`config.mk`:
```
export PLATFORM = sky130hd
export DESIGN_NAME = spi_pwm_multich
export DESIGN_NICKNAME = d
export VERILOG_FILES = /design/src/rtl/spi_pwm_multich.sv
export SDC_FILE = /design/constraint.sdc
export NUM_CORES = 1
export LEC_CHECK = 0
export BUFFER_PORTS_ARGS = -buffer_cell sky130_fd_sc_hd__buf_4
export CAP_MARGIN = 20
export CORE_ASPECT_RATIO = 0.75
export CORE_MARGIN = 5
export CORE_UTILIZATION = 39
export CTS_CLUSTER_SIZE = 12
export DETAILED_ROUTE_END_ITERATION = 6
export RECOVER_POWER = 100
export SLEW_MARGIN = 20
export SYNTH_ARGS = -nofsm -noshare
export SYNTH_HDL_FRONTEND = slang
export SYNTH_SLANG_ARGS = --single-unit
export TNS_END_PERCENT = 1
```
`constraint.sdc`:
```
create_clock -name clk -period 4.2 [get_ports clk]
set_input_delay 0.63 -clock clk [delete_from_list [all_inputs] [get_ports clk]]
set_output_delay 0.63 -clock clk [all_outputs]
set_load 0.03 [all_outputs]
```
`src/rtl/spi_pwm_multich.sv`:
```
// spi_pwm_multich: N-channel PWM generator configured through a mode-0 SPI slave.
// Period and duty writes are shadowed and only take effect on a wrap or a start event.
module spi_pwm_multich #(
  parameter int N_CH  = 4,
  parameter int CNT_W = 8
) (
  input  logic            clk,
  input  logic            rst_n,
  input  logic            spi_sclk,
  input  logic            spi_mosi,
  input  logic            spi_cs_n,
  output logic            spi_miso,
  input  logic            pwm_start_ext,
  output logic [N_CH-1:0] pwm_out
);
  localparam bit HAS_H = CNT_W > 8;
  typedef enum logic [1:0] {IDLE, CMD, DATA, DONE} state_t;
  logic [2:0] sclk_q, cs_q, ext_q;
  logic [1:0] mosi_q;
  logic sclk_rise, sclk_fall, cs_rise, cs_fall, ext_rise, mosi_s;
  state_t state;
  logic [3:0] bit_cnt;
  logic [14:0] sr;
  logic [7:0] tx_sr, rd_data, wr_data;
  logic [6:0] rd_addr, wr_addr;
  logic wr_pend;
  logic [1:0] ctrl;
  logic [N_CH-1:0] ch_en;
  logic [CNT_W-1:0] period, per_sh, cnt;
  logic [CNT_W-1:0] duty [N_CH];
  logic [CNT_W-1:0] duty_sh [N_CH];
  logic run_d, start;
  function automatic logic [CNT_W-1:0] put(logic [CNT_W-1:0] v, logic hi, logic [7:0] d);
    logic [15:0] t;
    t = 16'(v);
    if (hi) t[15:8] = d;
    else t[7:0] = d;
    return t[CNT_W-1:0];
  endfunction
  function automatic logic [7:0] get(logic [CNT_W-1:0] v, logic hi);
    logic [15:0] t;
    t = 16'(v);
    return hi ? t[15:8] : t[7:0];
  endfunction
  always_ff @(posedge clk or negedge rst_n)
    if (!rst_n) begin
      sclk_q <= '0;
      cs_q   <= '0;
      ext_q  <= '0;
      mosi_q <= '0;
    end else begin
      sclk_q <= {sclk_q[1:0], spi_sclk};
      cs_q   <= {cs_q[1:0], spi_cs_n};
      ext_q  <= {ext_q[1:0], pwm_start_ext};
      mosi_q <= {mosi_q[0], spi_mosi};
    end
  assign sclk_rise = sclk_q[1] & ~sclk_q[2];
  assign sclk_fall = ~sclk_q[1] & sclk_q[2];
  assign cs_rise   = cs_q[1] & ~cs_q[2];
  assign cs_fall   = ~cs_q[1] & cs_q[2];
  assign ext_rise  = ext_q[1] & ~ext_q[2];
  assign mosi_s    = mosi_q[1];
  // At the 8th rise the command byte is the seven shifted bits plus the bit arriving now
  assign rd_addr = {sr[5:0], mosi_s};
  always_comb begin
    rd_data = '0;
    if (rd_addr == 7'h00) rd_data = {6'd0, ctrl};
    if (rd_addr == 7'h01) rd_data = 8'(ch_en);
    if (rd_addr == 7'h02) rd_data = get(period, 1'b0);
    if (rd_addr == 7'h03 && HAS_H) rd_data = get(period, 1'b1);
    for (int c = 0; c < N_CH; c++) begin
      if (rd_addr == 7'(16 + 2*c)) rd_data = get(duty[c], 1'b0);
      if (rd_addr == 7'(17 + 2*c) && HAS_H) rd_data = get(duty[c], 1'b1);
    end
  end
  always_ff @(posedge clk or negedge rst_n)
    if (!rst_n) begin
      state    <= IDLE;
      bit_cnt  <= '0;
      sr       <= '0;
      tx_sr    <= '0;
      spi_miso <= 1'b0;
      wr_pend  <= 1'b0;
      wr_addr  <= '0;
      wr_data  <= '0;
    end else begin
      wr_pend <= 1'b0;
      if (cs_rise) begin
        state    <= IDLE;
        spi_miso <= 1'b0;
      end else if (state == IDLE) begin
        if (cs_fall) begin
          state   <= CMD;
          bit_cnt <= '0;
        end
      end else if (state != DONE && sclk_rise) begin
        sr      <= {sr[13:0], mosi_s};
        bit_cnt <= bit_cnt + 1'b1;
        if (bit_cnt == 4'd7) begin
          state <= DATA;
          tx_sr <= sr[6] ? 8'h00 : rd_data;
        end
        if (bit_cnt == 4'd15) begin
          state   <= DONE;
          wr_pend <= sr[14];
          wr_addr <= sr[13:7];
          wr_data <= {sr[6:0], mosi_s};
        end
      end else if (state == DATA && sclk_fall) begin
        spi_miso <= tx_sr[7];
        tx_sr    <= {tx_sr[6:0], 1'b0};
      end
    end
  always_ff @(posedge clk or negedge rst_n)
    if (!rst_n) begin
      ctrl   <= '0;
      ch_en  <= '0;
      period <= '0;
      duty   <= '{default: '0};
    end else if (wr_pend) begin
      if (wr_addr == 7'h00) ctrl <= wr_data[1:0];
      if (wr_addr == 7'h01) ch_en <= wr_data[N_CH-1:0];
      if (wr_addr == 7'h02) period <= put(period, 1'b0, wr_data);
      if (wr_addr == 7'h03 && HAS_H) period <= put(period, 1'b1, wr_data);
      for (int c = 0; c < N_CH; c++) begin
        if (wr_addr == 7'(16 + 2*c)) duty[c] <= put(duty[c], 1'b0, wr_data);
        if (wr_addr == 7'(17 + 2*c) && HAS_H) duty[c] <= put(duty[c], 1'b1, wr_data);
      end
    end
  assign start = ctrl[0] & (~run_d | (ctrl[1] & ext_rise));
  always_ff @(posedge clk or negedge rst_n)
    if (!rst_n) begin
      run_d   <= 1'b0;
      cnt     <= '0;
      per_sh  <= '0;
      duty_sh <= '{default: '0};
      pwm_out <= '0;
    end else begin
      run_d <= ctrl[0];
      if (!ctrl[0]) cnt <= '0;
      else if (start || cnt == per_sh) begin
        cnt     <= '0;
        per_sh  <= period;
        duty_sh <= duty;
      end else cnt <= cnt + 1'b1;
      for (int c = 0; c < N_CH; c++)
        pwm_out[c] <= ctrl[0] & ch_en[c] & (cnt < duty_sh[c]);
    end
endmodule

```
# [Word-level counts from Yosys, hierarchy flattened]
# Index checks and enable logic that the tools add are counted.
[word_totals] regBits=156 inputBits=6 output_inout_bits=5 elab_cells=134
[classes] add_sub_neg=2 order_cmp=4 n_eq_ne=22 mux=30 bitwise_logic=24 reduce_logical=25
[op_table] cell="2-to-1 mux 8 bit" count=12
[op_table] cell="== test 7 x 5 -> 1 bit (second input constant)" count=8
[op_table] cell="< comparator 8 bit" count=4
[op_table] cell="AND reduction 2 bit" count=8
[op_table] cell="AND 1 bit" count=15
[op_table] cell="== test 7 x 1 -> 1 bit (second input constant)" count=2
[op_table] cell="== test 7 x 2 -> 1 bit (second input constant)" count=2
[op_table] cell="logical NOT 7 bit" count=2
[op_table] cell="2-to-1 mux 2 bit" count=7
[op_table] cell="2-to-1 mux 4 bit" count=3
[op_table] cell="AND reduction 3 bit" count=4
[op_table] cell="adder 8 x 1 -> 8 bit (second input constant)" count=1
[op_table] cell="== test 8 bit" count=1
[op_table] cell="2-to-1 mux 1 bit" count=8
[op_table] cell="!= test 2 bit (second input constant)" count=4
[op_table] cell="NOT 1 bit" count=8
[op_table] cell="AND reduction 4 bit" count=2
[op_table] cell="nonzero test 2 bit" count=3
[op_table] cell="adder 4 x 1 -> 4 bit (second input constant)" count=1
[op_table] cell="== test 4 x 3 -> 1 bit (second input constant)" count=1
[op_table] cell="== test 4 bit (second input constant)" count=1
[op_table] cell="nonzero test 4 bit" count=1
[op_table] cell="!= test 3 bit (second input constant)" count=1
[op_table] cell="nonzero test 3 bit" count=1
[op_table] cell="other kinds (6)" count=7

# [Logic depth before layout (Yosys ltp)]
# Gate-level depths: netlist (run 1).
[depth] word_depth=11 depth_mapped=7 mapped_depth_nobuf=6

# [Least setup slack after synthesis (run 1)]
# OpenSTA, ideal clock, no wires.
[synth_timing] path_type="reg2reg" start="register wr_addr[3]" end="register period[0]" setup_ps=125 arrival_time_ps=2026 setup_slack_ps=2049 stages_incl_launch_ff=6 path_buffers=1 period_less_slack_ps=2151 cell_sequence="dfrtp_1 -> or4b_4 -> or3_1 -> or3b_1 -> buf_6 -> mux2_4"
[synth_between] elab_chain_cells=2
[synth_rtl] element="start, declared" line_no="25" text="logic [6:0] rd_addr, wr_addr;"
[synth_rtl] element="start signal, assigned" line_no="106" text="wr_addr <= sr[13:7];"
[synth_rtl] element="== test 7 x 2 -> 1 bit" line_no="123" text="if (wr_addr == 7'h02) period <= put(period, 1'b0, wr_data);"
[synth_rtl] element="AND reduction 2 bit (no line)"
[synth_rtl] element="end signal, assigned" line_no="123"
[synth_rtl] element="end signal, assigned" line_no="124" text="if (wr_addr == 7'h03 && HAS_H) period <= put(period, 1'b1, wr_data);"
[synth_rtl] element="end, declared" line_no="29" text="logic [CNT_W-1:0] period, per_sh, cnt;"
# Every way passes these cells.
# A chain may end at the register's enable or synchronous reset.

# [Worst setup path after layout (run 1)]
[layout_timing] start="register cnt[2]" end="register duty_sh[8] (netlist name)"
[layout_between] elab_chain_cells=3
[layout_rtl] element="start, declared" line_no="29"
[layout_rtl] element="start signal, assigned" line_no="145" text="end else cnt <= cnt + 1'b1;"
[layout_rtl] element="== test 8 bit" line_no="141" text="else if (start || cnt == per_sh) begin"
[layout_rtl] element="logical OR 1 bit" line_no="141"
[layout_rtl] element="AND reduction 2 bit (no line)"
[layout_rtl] element="end signal, assigned" line_no="144" text="duty_sh <= duty;"
[layout_rtl] element="end, declared" line_no="31" text="logic [CNT_W-1:0] duty_sh [N_CH];"
# Every way passes these cells.

==> results of run 1 <==
==> power breakdown <==
| part | leakage [µW] | switching [µW] | internal (µW) |
|---|---|---|---|
| registers | 0.00215 | 97.4 | 1550 |
| clock network | 0.000277 | 627 | 913 |
| logic | 0.00151 | 174 | 102 |
==> registers in the layout (all words and copies together) (netlist names), 7 cells and up <==
name	flops
duty	32
duty_sh	32
sr	15
cnt	8
per_sh	8
period	8
tx_sr	8
wr_data	8
wr_addr	7
==> through the flow <==
stage / instance area, µm² / std cells / total power (µW) / worst slack, ns
floorplan: 7260 / 614 / 1850 / 2.05
global route: 8100 / 882 / 3600 / 0.646
detailed placement: 7580 / 850 / 1940 / 1.45
finish: 8100 / 882 / 3460 / 0.879
CTS: 8180 / 882 / 3480 / 1.30
global placement: 7580 / 850 / 1930 / 1.49
==> layout make-up <==
cell class	count	area [µm²]	share of cell area, %
Sequential cell	156	3900	48.2
Clock inverter	11	134	1.65
Multi-Input combinational cell	398	3080	38.0
Inverter	34	128	1.58
Tap cell	247	309	3.82
Timing Repair Buffer	15	85.1	1.05
Clock buffer	21	460	5.68
==> per-layer routing <==
metal / vias up / wire [µm]
met5: - / 0
met4: 0 / 197
met3: 18 / 658
met2: 108 / 7100
met1: 2401 / 8220
li1: 2173 / -
==> kinds of logic after synthesis <==
group                    count (synthesis)
multiplexers                           109
XOR/XNOR                                16
flip-flops                             156
adder cells (fa/ha/maj)                 32
AND/OR/NAND/NOR                        152
AO/OA/AOI/OAI                           89
buffers and inverters                   60
==> cell usage in the layout, fill, tap and decap left out, types with 3 or more instances in the layout <==
cell type                    count
sky130_fd_sc_hd__dfrtp_1       156
sky130_fd_sc_hd__mux2_2         94
sky130_fd_sc_hd__nand2_1        63
sky130_fd_sc_hd__inv_1          34
sky130_fd_sc_hd__ha_1           32
sky130_fd_sc_hd__nor2_1         28
sky130_fd_sc_hd__o21ai_0        21
sky130_fd_sc_hd__a21oi_1        17
sky130_fd_sc_hd__clkbuf_16      17
sky130_fd_sc_hd__xor2_1         14
sky130_fd_sc_hd__nand2b_1       12
sky130_fd_sc_hd__nand3_1        11
sky130_fd_sc_hd__a21o_1         10
sky130_fd_sc_hd__a211oi_1        9
sky130_fd_sc_hd__mux2_1          8
sky130_fd_sc_hd__clkbuf_1        8
sky130_fd_sc_hd__nor3_1          7
sky130_fd_sc_hd__mux2i_1         7
sky130_fd_sc_hd__a32oi_1         6
sky130_fd_sc_hd__and3_1          4
sky130_fd_sc_hd__o21a_1          4
sky130_fd_sc_hd__nor2b_1         4
sky130_fd_sc_hd__clkinvlp_4      4
sky130_fd_sc_hd__clkbuf_4        4
sky130_fd_sc_hd__nor4_1          3
sky130_fd_sc_hd__nand3b_1        3
sky130_fd_sc_hd__nor4b_1         3
sky130_fd_sc_hd__or3_1           3
sky130_fd_sc_hd__a31oi_1         3
sky130_fd_sc_hd__a2bb2oi_1       3
sky130_fd_sc_hd__o31ai_1         3
sky130_fd_sc_hd__clkinv_4        3
sky130_fd_sc_hd__buf_4           3
==> final timing paths <==
check / start / to / depth (start not counted)
worst max register to register: cnt[2] / duty_sh[8] / 5
worst min register to register: cs_q[0] / cs_q[1] / 0
min in group asynchronous: rst_n / pwm_out[1] / 1
max in group asynchronous: rst_n / wr_data[6] / 2
worst max-delay path: cnt[2] / duty_sh[8] / 5
worst min-delay path: pwm_start_ext / ext_q[0] / 1
==> summary.txt, run 1 <==
Run status
  – Run status: finished, violations left
  – Violations in the final reports: max-capacitance violations, max-slew violations

Synth
  – Leading cell types by total area after synthesis: sky130_fd_sc_hd__dfrtp_1 54%, sky130_fd_sc_hd__mux2_2 15%, sky130_fd_sc_hd__ha_1 5.5%
  – Ranking of synthesized cells by instance count: 156 x sky130_fd_sc_hd__dfrtp_1, 94 x sky130_fd_sc_hd__mux2_2, 63 x sky130_fd_sc_hd__nand2_1
  – Share of the yosys chip area belonging to registers: about 54%
  – Avg Synthesized Cell Area: between 10 and 15 µm²
  – Adder and majority gate portion of the synthesized area: 5.51%
  – Post-synth net total: ~650
  – Count of mapped cells out of synthesis: 614
  – Ys flop type: sky130_fd_sc_hd__dfrtp_1
  – Netlist area before placement: approximately 0.0073 mm²
  – Post-synthesis sequential element count: 156
  – Fraction of synthesized cell area taken by the top area cell type: between 50% and 60%
  – Synth warn: 0
  – Number of different library cells in the post-synthesis netlist: 48
  – Synth Area in Compound Gates: 8.11%
  – Share of synthesized registers carrying an async set or reset: 100%
  – Most frequently used cell type in the post-synthesis netlist: sky130_fd_sc_hd__dfrtp_1
  – Synth Area in XOR/XNOR: about 1.9%
  – Multiplexer fraction of the synthesized cell area: ~17%
  – Largest family of logic cells by synthesized area: multiplexers
  – Dominant cell type by area after synthesis: sky130_fd_sc_hd__dfrtp_1
  – Area share of and/or/nand/nor cells after synthesis: 10.2%
  – EDFF count, synth: 0

Clock tree
  – Clock-pin transition on the worst setup and hold timing paths: 0.06 ns
  – Post-CTS setup repair buffer count: 0
  – Maximum root-to-sink buffer count: 2
  – CTS buffer count: 17
  – TritonCTS clock tree: built
  – Latest clock arrival within the worst-skew pair: roughly 0.42 ns
  – Sink Count: between 150 and 200
  – Post-CTS resize count: 0
  – Clk Tree Root Cell: sky130_fd_sc_hd__clkbuf_16
  – H-tree level count: 4
  – Quantity of hold-fixing buffers added after cts: 0

GRT
  – Met1 usage: between 20% and 30%
  – Vias in the first global route: between 4,000 and 5,000
  – Met3 Use GR: under 10%
  – Wire length of the first global-routing pass: about 27 mm
  – GRT met2 Usage: between 20% and 30%
  – Global routing usage summed across all routing layers: between 10% and 20%
  – Overflow after GRT: 0
  – Largest net degree at the start of global routing: 105
  – Busiest grt layer: met1
  – Antenna violations before repair: 0

Setup path
  – Setup CP Type: reg2reg
  – FF-to-FF setup slack: slightly below 0.9 ns
  – Worst endpoint data arrival time: about 3.6 ns
  – Critical Path End Type: register
  – WP buf/inv: 0
  – Data required time of the worst path: about 4.5 ns
  – Crit-path cells: xor2_1, nor4_1, a21oi_1, nand2b_1, mux2_2
  – Slowest Stage Delay on Critical Path: approximately 1.1 ns
  – Maximum fanout along the worst path: 40
  – Crit path max-delay family: simple AND/OR/NAND/NOR gates
  – Slowest-stage cell, CP: sky130_fd_sc_hd__nand2b_1
  – Critical path startpoint category: register

Hold path
  – Type of the tightest min-delay check: in2reg

Routing
  – Via count: 4,700
  – Drt via density: 5.33
  – Total length of routed wires: approximately 16 mm
  – DRT antenna net count: 0
  – DR pass1 iterations: 5
  – DRC violation total after the first TritonRoute iteration: 343
  – Avg WL per Cell: 18.3 µm
  – Number of design rule violations left after detail routing: 0

Die
  – Core box area: between 0.015 and 0.02 mm²
  – Starting utilization of the core area: roughly two fifths
  – DIE AREA: 0.0215 mm²
  – Number of ports placed on the die boundary: 11
  – Die height: between 100 and 150 µm
  – DIE WIDTH: about 170 µm
  – Row Count: 43

Timing
  – Final hold viol count: 0
  – Layout Skew: roughly 0.014 ns
  – Slew @ Worst Pin: about 2.5 ns
  – Post-route worst hold slack: roughly 0.33 ns
  – Final min period: 3.32 ns
  – Worst slew margin relative to its limit: -69.1%
  – Max-slew violation count: 155
  – Final cycle utilization of the critical path: about four fifths
  – Maximum frequency from static timing analysis: about 300 MHz
  – Setup repair after global routing missed its margin: false
  – Finish-stage setup viols: 0
  – Setup TNS after final layout: 0 ns

Layout
  – Fin nets: 660
  – Layout Area Growth over Synthesis: 11.5%
  – Proportion of layout cells with a drive suffix above 1: 21.3%
  – Number of diodes: 0
  – Util after Layout: 44.0%
  – Number of fill cells: between 1,500 and 2,000

Placed design
  – Detailed-placement wirelength estimate: about 11 mm
  – IO buf count: 10
  – RD Place Congestion: around 0.90

Pwr
  – Peak supply drop: around 0.24 mV
  – Pwr per Cell Area: between 400 and 500 mW/mm²
  – Leakage power of the design: between 0.003 and 0.004 µW

Run
  – Total of max-cap violations: 3
Note: power is estimated with default switching activity, not from simulation.
==> inputs of run 2 (changes only) <==
clock period = 3.18 ns   (was 4.2 ns; I/O delays follow)
==> run 2 against run 1 <==
The run still ends with max-capacitance violations, max-slew violations left. Maximum frequency increased by 26%. Combinational power increased by 49%. Routed wire length rose by 2.4%. Critical path depth up 1. Highest routed layer unchanged. Clock power up 40%.
==> summary.txt, run 2 (same netlist as run 1, synthesis figures left out) <==
Run status
  – Run status: finished, violations left
  – Violations in the final reports: max-capacitance violations, max-slew violations

Routing
  – Via count: between 4,000 and 5,000
  – DRC violation total after the first TritonRoute iteration: roughly 330
  – Number of design rule violations left after detail routing: 0
  – DR pass1 iterations: 5
  – Avg WL per Cell: 18.7 µm
  – Total length of routed wires: 16.6 mm
  – DRT antenna net count: 0
  – Drt via density: about 5.3

Clock tree
  – Maximum root-to-sink buffer count: 2
  – Post-CTS resize count: 0
  – CTS buffer count: 17
  – H-tree level count: 4
  – Clk Tree Root Cell: sky130_fd_sc_hd__clkbuf_16
  – TritonCTS clock tree: built
  – Post-CTS setup repair buffer count: 0
  – Latest clock arrival within the worst-skew pair: 0.44 ns
  – Clock-pin transition on the worst setup and hold timing paths: around 0.060 ns
  – Quantity of hold-fixing buffers added after cts: 0
  – Sink Count: roughly 160

Setup path
  – FF-to-FF setup slack: between 0.5 and 0.6 ns
  – Worst endpoint data arrival time: approximately 3.0 ns
  – Maximum fanout along the worst path: 26
  – Setup CP Type: reg2reg
  – Critical path startpoint category: register
  – Data required time of the worst path: approximately 3.5 ns
  – Critical Path End Type: register

Timing
  – Finish-stage setup viols: 0
  – Worst slew margin relative to its limit: -43.1%
  – Maximum frequency from static timing analysis: approximately 380 MHz
  – Final cycle utilization of the critical path: 82.9%
  – Slew @ Worst Pin: approximately 2.1 ns
  – Final hold viol count: 0
  – Max-slew violation count: 84
  – Minimum setup slack in the final design: 0.544 ns
  – Post-route worst hold slack: around 0.17 ns
  – Layout Skew: 0.0108 ns
  – Final min period: between 2 and 3 ns
  – Setup repair after global routing missed its margin: false
  – Setup TNS after final layout: 0 ns

Die
  – Row Count: 43
  – Starting utilization of the core area: 39.5%
  – Core box area: between 0.015 and 0.02 mm²
  – DIE WIDTH: 168 µm
  – Number of ports placed on the die boundary: 11
  – Die height: around 130 µm
  – DIE AREA: around 0.021 mm²

GRT
  – Overflow after GRT: 0
  – Met1 usage: approximately a quarter
  – Met3 Use GR: 4.75%
  – Global routing usage summed across all routing layers: between 15 and 20%
  – Vias in the first global route: a little under 5,000
  – GRT met2 Usage: between 20% and 30%
  – Busiest grt layer: met1
  – Wire length of the first global-routing pass: ~27 mm
  – Largest net degree at the start of global routing: 85
  – Antenna violations before repair: 0

Placed design
  – IO buf count: 10
  – Detailed-placement wirelength estimate: about 12 mm
  – Cell count after placement: around 860
  – Pre-CTS WS: just under 0.8 ns
  – Placement-stage cell area: ~0.0076 mm²
  – RD Place Congestion: approximately 0.85

Layout
  – Layout Area Growth over Synthesis: 12.5%
  – Area of the multi-input gates: between 0.003 and 0.004 mm²
  – Registers with the most flip-flops: duty (32), duty_sh (32), sr (15)
  – Number of diodes: 0
  – Number of fill cells: 1,698
  – Finished layout cell area: between 0.008 and 0.009 mm²
  – Proportion of layout cells with a drive suffix above 1: between 20% and 30%
  – Top library cells by usage in the layout, fill and taps aside: 156 x sky130_fd_sc_hd__dfrtp_1, 94 x sky130_fd_sc_hd__mux2_2, 63 x sky130_fd_sc_hd__nand2_1
  – Final Instance Count excl. Fillers: between 800 and 900
  – Fin nets: ~670
  – Sequential cell area: 0.00390 mm²
  – Leading cell type in the layout, fill and taps excluded: sky130_fd_sc_hd__dfrtp_1

Hold path
  – Type of the tightest min-delay check: in2reg

Pwr
  – Pwr per Cell Area: around 580 mW/mm²
  – Peak supply drop: roughly 0.28 mV
  – Leakage power of the design: approximately 0.004 µW

Run
  – Total of max-cap violations: 1
run 2: cell count changes in the layout (fill, tap and decap cells not counted), sizes merged:
cell / delta
buf: +3
clkinv: -2
inv: -1
clkbuf: +2
bufinv: +2
run 2: cell type report:
type	instances	area share, %
clock buffers	21	5.63
clock inverters	10	2.01
inverters	34	1.56
multi-input cells	398	37.7
flip-flops and latches	156	47.8
well taps	247	3.78
repair buffers	20	1.56
run 2: worst max-delay path: stages (launching register included):
cell                       delay, ns
sky130_fd_sc_hd__dfrtp_1        0.57
sky130_fd_sc_hd__xor2_1         0.20
sky130_fd_sc_hd__nor4_1         0.08
sky130_fd_sc_hd__a21oi_1        0.21
sky130_fd_sc_hd__nand2b_1       0.60
sky130_fd_sc_hd__buf_4          0.45
sky130_fd_sc_hd__mux2_2         0.38
run 2: metal layers:
layer | share of wire [%] | up-vias
li1 | - | 2188
met1 | 49 | 2401
met2 | 43 | 106
met3 | 5.8 | 25
met4 | 1.6 | 0
met5 | 0 | -
run 2: metrics by stage:
step | utilization (%) | total power [µW]
2_1_floorplan | - | 2440
4_1_cts | 44.9 | 4760
6_report | 44.4 | 4720
3_3_place_gp | 41.5 | 2580
3_5_place_dp | 41.5 | 2590
5_1_grt | 44.4 | 4920
run 2: path summary, 6_finish.rpt:
check | start | end | cells past startpoint
worst max-delay path | cnt[2] | duty_sh[31] | 6
min in group asynchronous | rst_n | pwm_out[1] | 1
max in group asynchronous | rst_n | tx_sr[0] | 2
worst min-delay path | spi_sclk | sclk_q[0] | 1
worst max register to register | cnt[2] | duty_sh[31] | 6
worst min register to register | cs_q[0] | cs_q[1] | 0
run 2: power by group:
part	total, µW	internal [µW]	switching [µW]
combinational	411	144	267
sequential	2150	2040	106
clock	2160	1350	811
==> inputs of run 3 (changes only) <==
clock period = 2.2 ns   (was 3.18 ns; I/O delays follow)
==> run 3 against run 2 <==
The flow finishes with violations (negative setup slack). Combinational power is 86% higher. Clock skew is 0.0019 ns higher. Non-clock buffer count is 25 higher. Cell area is 3.2% higher. Critical path type unchanged. Final cell count is 2.8% higher. Die area stayed put.
==> summary.txt, run 3 (same netlist as run 1, synthesis figures left out) <==
GRT
  – Global routing usage summed across all routing layers: 16.2%
  – Antenna violations before repair: 0
  – Wire length of the first global-routing pass: between 20 and 30 mm
  – Overflow after GRT: 0
  – Largest net degree at the start of global routing: 64
  – Vias in the first global route: 4,949

Setup path
  – Worst endpoint data arrival time: around 2.5 ns
  – Critical path startpoint category: register
  – Crit-path cells: or4b_4, or3_4, or3b_4, mux2_4
  – WP buf/inv: 0
  – Setup CP Type: reg2reg
  – Slowest Stage Delay on Critical Path: about 0.54 ns
  – Data required time of the worst path: approximately 2.5 ns
  – Maximum fanout along the worst path: 8
  – Crit path max-delay family: simple AND/OR/NAND/NOR gates
  – Slowest-stage cell, CP: sky130_fd_sc_hd__or4b_4
  – Critical Path End Type: register

Clock tree
  – TritonCTS clock tree: built
  – Maximum root-to-sink buffer count: 2
  – H-tree level count: 4
  – Clk Tree Root Cell: sky130_fd_sc_hd__clkbuf_16
  – Post-CTS setup repair buffer count: 0
  – Sink Count: 156
  – Latest clock arrival within the worst-skew pair: 0.42 ns
  – Clock-pin transition on the worst setup and hold timing paths: ~0.06 ns
  – CTS buffer count: 17

Timing
  – Setup repair after global routing missed its margin: true
  – Finish-stage setup viols: 3
  – Worst slew margin relative to its limit: 23.5%
  – Minimum setup slack in the final design: -0.00737 ns
  – Final min period: roughly 2.2 ns
  – Maximum frequency from static timing analysis: between 400 and 500 MHz
  – Max-slew violation count: 0
  – Layout Skew: about 0.013 ns
  – Slew @ Worst Pin: between 1 and 1.5 ns
  – Final hold viol count: 0
  – Final cycle utilization of the critical path: 100%
  – Post-route worst hold slack: roughly 0.039 ns

Layout
  – Fin nets: between 600 and 700
  – Registers with the most flip-flops: duty (32), duty_sh (32), sr (15)
  – Top library cells by usage in the layout, fill and taps aside: 156 x sky130_fd_sc_hd__dfrtp_1, 94 x sky130_fd_sc_hd__mux2_2, 63 x sky130_fd_sc_hd__nand2_1
  – Number of diodes: 0
  – Layout Area Growth over Synthesis: 16.1%
  – Proportion of layout cells with a drive suffix above 1: a little over a quarter
  – Leading cell type in the layout, fill and taps excluded: sky130_fd_sc_hd__dfrtp_1

Routing
  – Number of design rule violations left after detail routing: 0
  – DRT antenna net count: 0
  – Avg WL per Cell: about 18 µm
  – Total length of routed wires: approximately 17 mm
  – Drt via density: approximately 5.3
  – DR pass1 iterations: 5
  – DRC violation total after the first TritonRoute iteration: about 380
  – Via count: a little under 5,000

Run status
  – Violations in the final reports: negative setup slack
  – Run status: finished, violations left

Pwr
  – Peak supply drop: between 0.4 and 0.5 mV
  – Leakage power of the design: between 0.004 and 0.005 µW
  – Total design power: slightly below 7000 µW
  – Pwr per Cell Area: ~800 mW/mm²

Placed design
  – RD Place Congestion: around 0.85
  – IO buf count: 10
  – Detailed-placement wirelength estimate: approximately 12 mm

Die
  – Row Count: 43
  – DIE WIDTH: about 170 µm
  – Die height: between 100 and 150 µm
  – Core box area: around 0.018 mm²
  – Number of ports placed on the die boundary: 11
  – Starting utilization of the core area: 39.5%
  – DIE AREA: between 0.02 and 0.025 mm²

Run
  – Total of max-cap violations: 0

Hold path
  – Type of the tightest min-delay check: in2reg
==> run 3: worst paths after layout <==
path,slack [ns],start,cells past startpoint,endpoint
max,-0.007,wr_addr[6],4,period[7]
min,0.04,spi_mosi,1,mosi_q[0]
max reg2reg,-0.007,wr_addr[6],4,period[7]
min reg2reg,0.35,sclk_q[0],0,sclk_q[1]
max in group asynchronous,0.37,rst_n,3,tx_sr[3]
min in group asynchronous,0.68,rst_n,2,cnt[5]
==> run 3: cell type report <==
cell class | count | area, µm²
tap | 247 | 309
inverter | 34 | 128
sequential | 156 | 3900
multi-input combinational | 398 | 3140
fill | 1708 | 9960
clock buffer | 20 | 457
clock inverter | 11 | 165
timing repair buffer | 45 | 335
==> run 3: metrics by stage <==
stage	setup WS [ns]	instances	utilization (%)	instance area (µm²)	setup TNS, ns
CTS	-0.0386	911	46.2	8490	-0.234
finish	-0.00737	911	45.8	8440	-0.0113
detailed placement	-0.0635	878	42.6	7840	-0.469
global route	-0.0410	911	45.8	8440	-0.515
global placement	-0.0288	878	42.6	7840	-0.222
floorplan	0.0486	614	-	7260	0
==> run 3: layer usage <==
| layer | up-vias | GRT usage [%] | share of wire (%) |
|---|---|---|---|
| met3 | 14 | 4.04 | 5.1 |
| met1 | 2455 | 24.3 | 49 |
| met5 | - | 0 | 0 |
| met4 | 0 | 3.15 | 0.65 |
| li1 | 2232 | - | - |
| met2 | 111 | 23.9 | 45 |
==> run 3: power by group <==
group / switching (µW) / leakage, µW / internal (µW) / total [µW]
sequential: 99.8 / 0.00215 / 2950 / 3050
clock: 1150 / 0.000306 / 1950 / 3110
combinational: 478 / 0.00169 / 288 / 766
total: 1730 / 0.00414 / 5200 / 6930
==> run 3: timing repair <==
action                     CTS  global route
hold buffers                 2             1
setup endpoints to repair    8            13
gates resized for setup      2             5
hold endpoints to repair    44             1
pin swaps                    0             1
